===== config.mk =====
export PLATFORM = sky130hd
export DESIGN_NAME = noc_output_arbiter
export DESIGN_NICKNAME = d
export VERILOG_FILES = /design/src/rtl/noc_pkg.sv /design/src/rtl/rr_arbiter.sv /design/src/rtl/noc_output_arbiter.sv
export SDC_FILE = /design/constraint.sdc
export NUM_CORES = 1
export LEC_CHECK = 0
export ABC_AREA = 1
export CAP_MARGIN = 0
export CELL_PAD_IN_SITES_DETAIL_PLACEMENT = 0
export CELL_PAD_IN_SITES_GLOBAL_PLACEMENT = 1
export CORE_UTILIZATION = 28
export CTS_CLUSTER_DIAMETER = 100
export DETAILED_ROUTE_END_ITERATION = 10
export HOLD_SLACK_MARGIN = 0.08
export PLACE_DENSITY = 0.89
export REMOVE_ABC_BUFFERS = 1
export SLEW_MARGIN = 20
export SYNTH_ARGS = -nofsm -noshare
export SYNTH_HDL_FRONTEND = slang
export SYNTH_SLANG_ARGS = --single-unit

===== constraint.sdc =====
create_clock -name clk -period 3.1 [get_ports clk]
set_input_delay 0.62 -clock clk [delete_from_list [all_inputs] [get_ports clk]]
set_output_delay 0.62 -clock clk [all_outputs]
set_load 0.05 [all_outputs]

===== src/rtl/noc_pkg.sv =====
// Shared NoC flit definitions: flit type encoding and a helper to pull the
// type field out of a flit of any supported width.
package noc_pkg;

  localparam int unsigned FLIT_TYPE_W = 2;
  localparam int unsigned FLIT_MAX_W  = 64;

  typedef enum logic [FLIT_TYPE_W-1:0] {
    FLIT_BODY   = 2'b00,
    FLIT_TAIL   = 2'b01,
    FLIT_HEAD   = 2'b10,
    FLIT_SINGLE = 2'b11
  } flit_type_e;

  // Callers zero-extend the flit to FLIT_MAX_W and pass its real width.
  function automatic flit_type_e flit_type(input logic [FLIT_MAX_W-1:0] flit,
                                           input int unsigned            width);
    return flit_type_e'(flit[width-1 -: FLIT_TYPE_W]);
  endfunction

endpackage


===== src/rtl/rr_arbiter.sv =====
// Combinational rotating-priority arbiter: the search starts one past the
// last winner, so the last winner has the lowest priority.
module rr_arbiter #(
  parameter int unsigned N = 4
) (
  input  logic [N-1:0]         req,
  input  logic [$clog2(N)-1:0] last,
  output logic                 gnt_valid,
  output logic [$clog2(N)-1:0] gnt_idx
);

  localparam int unsigned IW = $clog2(N);

  int unsigned idx;

  always_comb begin
    gnt_valid = 1'b0;
    gnt_idx   = last;
    idx       = 0;
    for (int unsigned k = 1; k <= N; k++) begin
      idx = (32'(last) + k) % N;
      if (!gnt_valid && req[idx]) begin
        gnt_valid = 1'b1;
        gnt_idx   = IW'(idx);
      end
    end
  end

endmodule


===== src/rtl/noc_output_arbiter.sv =====
// Wormhole output-port arbiter: round-robin packet grant held HEAD..TAIL,
// registered valid/ready output link and sticky per-input protocol errors.
module noc_output_arbiter
  import noc_pkg::*;
#(
  parameter int unsigned NUM_IN     = 4,
  parameter int unsigned DATA_WIDTH = 16
) (
  input  logic                         clk,
  input  logic                         rst,
  input  logic [NUM_IN-1:0]            in_empty,
  input  logic [NUM_IN*DATA_WIDTH-1:0] in_data,
  output logic [NUM_IN-1:0]            in_rd_en,
  output logic                         out_valid,
  output logic [DATA_WIDTH-1:0]        out_data,
  input  logic                         out_ready,
  output logic                         locked,
  output logic [$clog2(NUM_IN)-1:0]    grant_idx,
  output logic [NUM_IN-1:0]            proto_err
);

  localparam int unsigned IW = $clog2(NUM_IN);

  typedef enum logic {UNLOCKED, LOCKED} lock_state_e;

  lock_state_e           state_q, state_d;
  logic [IW-1:0]         grant_q, grant_d;
  logic                  out_valid_q, out_valid_d;
  logic [DATA_WIDTH-1:0] out_data_q, out_data_d;
  logic [NUM_IN-1:0]     err_q, err_d;

  logic [DATA_WIDTH-1:0] flits [NUM_IN];
  flit_type_e            ftype [NUM_IN];
  logic [NUM_IN-1:0]     req;
  logic                  win_valid;
  logic [IW-1:0]         win_idx;
  logic [IW-1:0]         sel;
  logic                  slot_free;
  logic                  pop;

  always_comb begin
    for (int unsigned i = 0; i < NUM_IN; i++) begin
      flits[i] = in_data[i*DATA_WIDTH +: DATA_WIDTH];
      ftype[i] = flit_type(FLIT_MAX_W'(flits[i]), DATA_WIDTH);
      req[i]   = !in_empty[i] && (ftype[i] == FLIT_HEAD || ftype[i] == FLIT_SINGLE);
    end
  end

  rr_arbiter #(.N(NUM_IN)) u_rr (
    .req      (req),
    .last     (grant_q),
    .gnt_valid(win_valid),
    .gnt_idx  (win_idx)
  );

  assign slot_free = !out_valid_q || out_ready;
  assign sel       = (state_q == LOCKED) ? grant_q : win_idx;

  always_comb begin
    state_d     = state_q;
    grant_d     = grant_q;
    err_d       = err_q;
    pop         = 1'b0;
    in_rd_en    = '0;
    out_valid_d = out_valid_q;
    out_data_d  = out_data_q;
    unique case (state_q)
      UNLOCKED: begin
        // A mid-packet flit at an idle head can never be legally granted.
        for (int unsigned i = 0; i < NUM_IN; i++) begin
          if (!in_empty[i] && !(ftype[i] == FLIT_HEAD || ftype[i] == FLIT_SINGLE))
            err_d[i] = 1'b1;
        end
        if (slot_free && win_valid) begin
          pop     = 1'b1;
          grant_d = win_idx;
          if (ftype[win_idx] == FLIT_HEAD) state_d = LOCKED;
        end
      end
      LOCKED: begin
        if (slot_free && !in_empty[grant_q]) begin
          pop = 1'b1;
          if (ftype[grant_q] == FLIT_TAIL) state_d = UNLOCKED;
          if (ftype[grant_q] == FLIT_HEAD || ftype[grant_q] == FLIT_SINGLE)
            err_d[grant_q] = 1'b1;
        end
      end
      default: state_d = UNLOCKED;
    endcase
    if (pop && !rst) in_rd_en[sel] = 1'b1;
    if (pop) begin
      out_valid_d = 1'b1;
      out_data_d  = flits[sel];
    end else if (out_ready) begin
      out_valid_d = 1'b0;
    end
  end

  always_ff @(posedge clk) begin
    if (rst) begin
      state_q     <= UNLOCKED;
      grant_q     <= IW'(NUM_IN - 1);
      out_valid_q <= 1'b0;
      out_data_q  <= '0;
      err_q       <= '0;
    end else begin
      state_q     <= state_d;
      grant_q     <= grant_d;
      out_valid_q <= out_valid_d;
      out_data_q  <= out_data_d;
      err_q       <= err_d;
    end
  end

  assign out_valid = out_valid_q;
  assign out_data  = out_data_q;
  assign locked    = (state_q == LOCKED);
  assign grant_idx = grant_q;
  assign proto_err = err_q;

endmodule


==> impl_metrics.ini <==
[setup_path]
critPathTopFamily = simple AND/OR/NAND/NOR gates
max_stage_delay_ns = 0.48
critPathMostFrequentCell = nand2_2
path_buf_inv = 4
path_cells = clkdlybuf4s50_1 > inv_2 > nand3_4 > nand3_2 > nand2_2 > nand2_1 > nand2_1 > nand2_2 > nand2_2 > nand2_4 > nand2_4 > inv_2 > nor3_2 > clkbuf_16
start_kind = input port
rr_endpoint = out_data[9]$_SDFFE_PP0P_
critical_path_class = in -> out
endpoint_kind = output port
cp-startpoint = in_empty[1]
critPathArrivalTime_ns = 2.40
r2r_slack_ns = 0.83
reg2regPathDepth = 17
crit_slowest_cell = clkdlybuf4s50_1
cp.required_ns = 2.48
critPathMaxFanout = 4
reg2reg_from = grant_idx[0]$_SDFFE_PP1P_

[logic_synthesis]
synth_cell_types = 25
synth_top_area_frac = 0.223
ys_ff_latch = 24
yosys_warnings = 0
yosysTopAreaCell = nand3_1
synth_cells = 386
syn_area_per_cell_sq_um = 5.80
synth_area_leaders = nand3_1 22%, dfxtp_1 21%, nand2_1 17%
syn_area_sq_um = 2240
yosysSeqAreaShare = 0.215

[drt]
ant_nets = 0
vias_per_cell = 4.76
num_vias = 2788
firstDrtPassIters = 4
wirelength_microns = 7150
route.detailed.drc = 0
wl_per_cell_microns = 12.2
drt_iter0_drc = 142

[global_routing]
track_usage = 0.176
grt_max_degree = 33
grt_overflow_total = 0
grt_pass1_wl_microns = 12000
grt_pass1_vias = 2514
antenna_found_initial = 0

[clock_network]
cts_root_buf = clkbuf_8
clkTransAtPathRegs_ns = 0.09
ctsHoldBuffers = 0
clock_sinks = 24
htree_levels = 1
cts_buffers = 3
tritoncts = built
clk_latency_ns = 0.27
clock_path_buffers = 2

[place]
dpl.hpwl_microns = 5180
numPortBuffers = 98
place_congestion = 0.927

[floorplanning]
die_x_microns = 91.4
core_area_sq_um = 7730
dieArea_sq_um = 8360
rows = 32
die_y_microns = 91.4
pin_count = 99
start_util = 0.290

[finish]
final_common_cell = nand2_1
layout_common_cells = 99 x nand2_1, 96 x nand3_1, 87 x clkdlybuf4s50_1
drive_gt1_frac = 0.130
seqCellArea_sq_um = 482
multi_input_area_sq_um = 1460
area_delta_synth_final_pct = 57.3
fillCellCount = 797
num-nets-final = 560
n_antenna_cell = 0

[timing]
setup_violations = 0
min_period_ns = 3.02
hold_viol_final = 0
fmax_ghz = 0.331
fin_skew_ns = 0.00445
slew_viol_final = 0
fin_tns_setup_ns = 0
period_share = 0.974
worstMarginPinSlew_ns = 0.601
relSlewSlack = 0.598

[worst_hold_path]
hold_path.class = reg -> reg
hold_start = proto_err[0]$_SDFFE_PP0P_
holdPathStages = 2
min_to = proto_err[0]$_SDFFE_PP0P_

[outcome]
status = finished clean

[power]
power_density_nw_per_um2 = 1170
total_power_w = 0.00412
vdd_drop_max_v = 0.000747
p_leak_nw = 1.81

[run]
drv_cap = 0
[cell families (layout without fill, tap and decap cells)]
logic type	count (synthesis)	count (layout)	share of synthesized area
and+or+nand+nor	231	231	0.484
buffers and inverters	78	176	0.160
AOI/OAI and AO/OA	49	49	0.120
DFF	24	24	0.215
adders and majority gates	4	4	0.0223
[final cells by class]
type                    count  area share
multi-input cells         284       0.414
flip-flops and latches     24       0.137
repair buffers            117       0.337
inverters                  55      0.0607
well taps                 102      0.0362
clock buffers               4      0.0156
[synth_stat cells]
master	n
o211ai_1	5
nand3_2	4
a21oi_1	9
inv_6	1
inv_4	1
inv_1	53
clkbuf_2	1
nand2_4	2
ha_1	4
o21ai_2	2
buf_6	4
o21a_1	1
clkbuf_1	7
nand2_2	7
buf_2	6
o21ai_0	32
nand4_1	2
nor3_2	2
nand2_1	103
dfxtp_1	24
nand3_4	1
nor2_1	8
nand3_1	100
buf_4	5
nor3_1	2
[report_power, final]
| part | internal [W] | total, W | switching, W |
|---|---|---|---|
| Combinational | 0.00121 | 0.00341 | 0.00220 |
| Clock | 0.000114 | 0.000219 | 0.000106 |
| Sequential | 0.000436 | 0.000498 | 0.0000623 |
[routing by layer]
layer	wire, microns	share of wire	vias to the layer above	global-route usage
met5	0	0	-	0
met4	44	0.0062	0	0.0357
met3	380	0.053	4	0.0377
met2	3480	0.49	75	0.305
met1	3250	0.45	1254	0.223
li1	-	-	1455	-
[what timing repair did]
item	CTS	global route
setup endpoints to repair	0	4
resized for setup	0	27
buffers inserted	0	2
[worst max-delay path by stage]
stage,end,slack [ns],cells past startpoint
floorplan,in_rd_en[1],-1.03,10
global placement,in_rd_en[1],0.04,13
detailed placement,in_rd_en[1],0.02,13
CTS,in_rd_en[1],0.01,13
global route,in_rd_en[2],-0.02,14
finish,in_rd_en[2],0.08,14
[stage by stage]
step / utilization / hold WS [ns] / setup slack (ns) / std cells / instance area, sq um
final: 0.456 / 0.453 / 0.0792 / 586 / 3520
after global routing: 0.456 / 0.478 / -0.0212 / 586 / 3520
after CTS: 0.443 / 0.458 / 0.0115 / 584 / 3430
after detailed placement: 0.436 / 0.444 / 0.0169 / 580 / 3370
after global placement: 0.436 / 0.436 / 0.0432 / 580 / 3370
after floorplan: - / 0.661 / -1.03 / 363 / 2100
[worst reg2reg max path, cell delays in order, from the launching register on]
cell	delay, ns
dfxtp_2	0.37
inv_6	0.07
ha_2	0.40
inv_2	0.07
nand3_2	0.09
nand2_2	0.09
nand2_1	0.07
nand2_1	0.07
nand2_2	0.09
nand2_2	0.08
nand2_4	0.08
buf_4	0.32
nand3_1	0.13
nand2_1	0.08
nand2_1	0.04
nand3_1	0.08
nand2_1	0.05
inv_1	0.04
[registers in the layout, summed over array words and instances, names as in the netlist]
signal and cells:
grant_idx 2, locked 1, out_data 16, out_valid 1, proto_err 4
(Power assumes the default switching activity.)
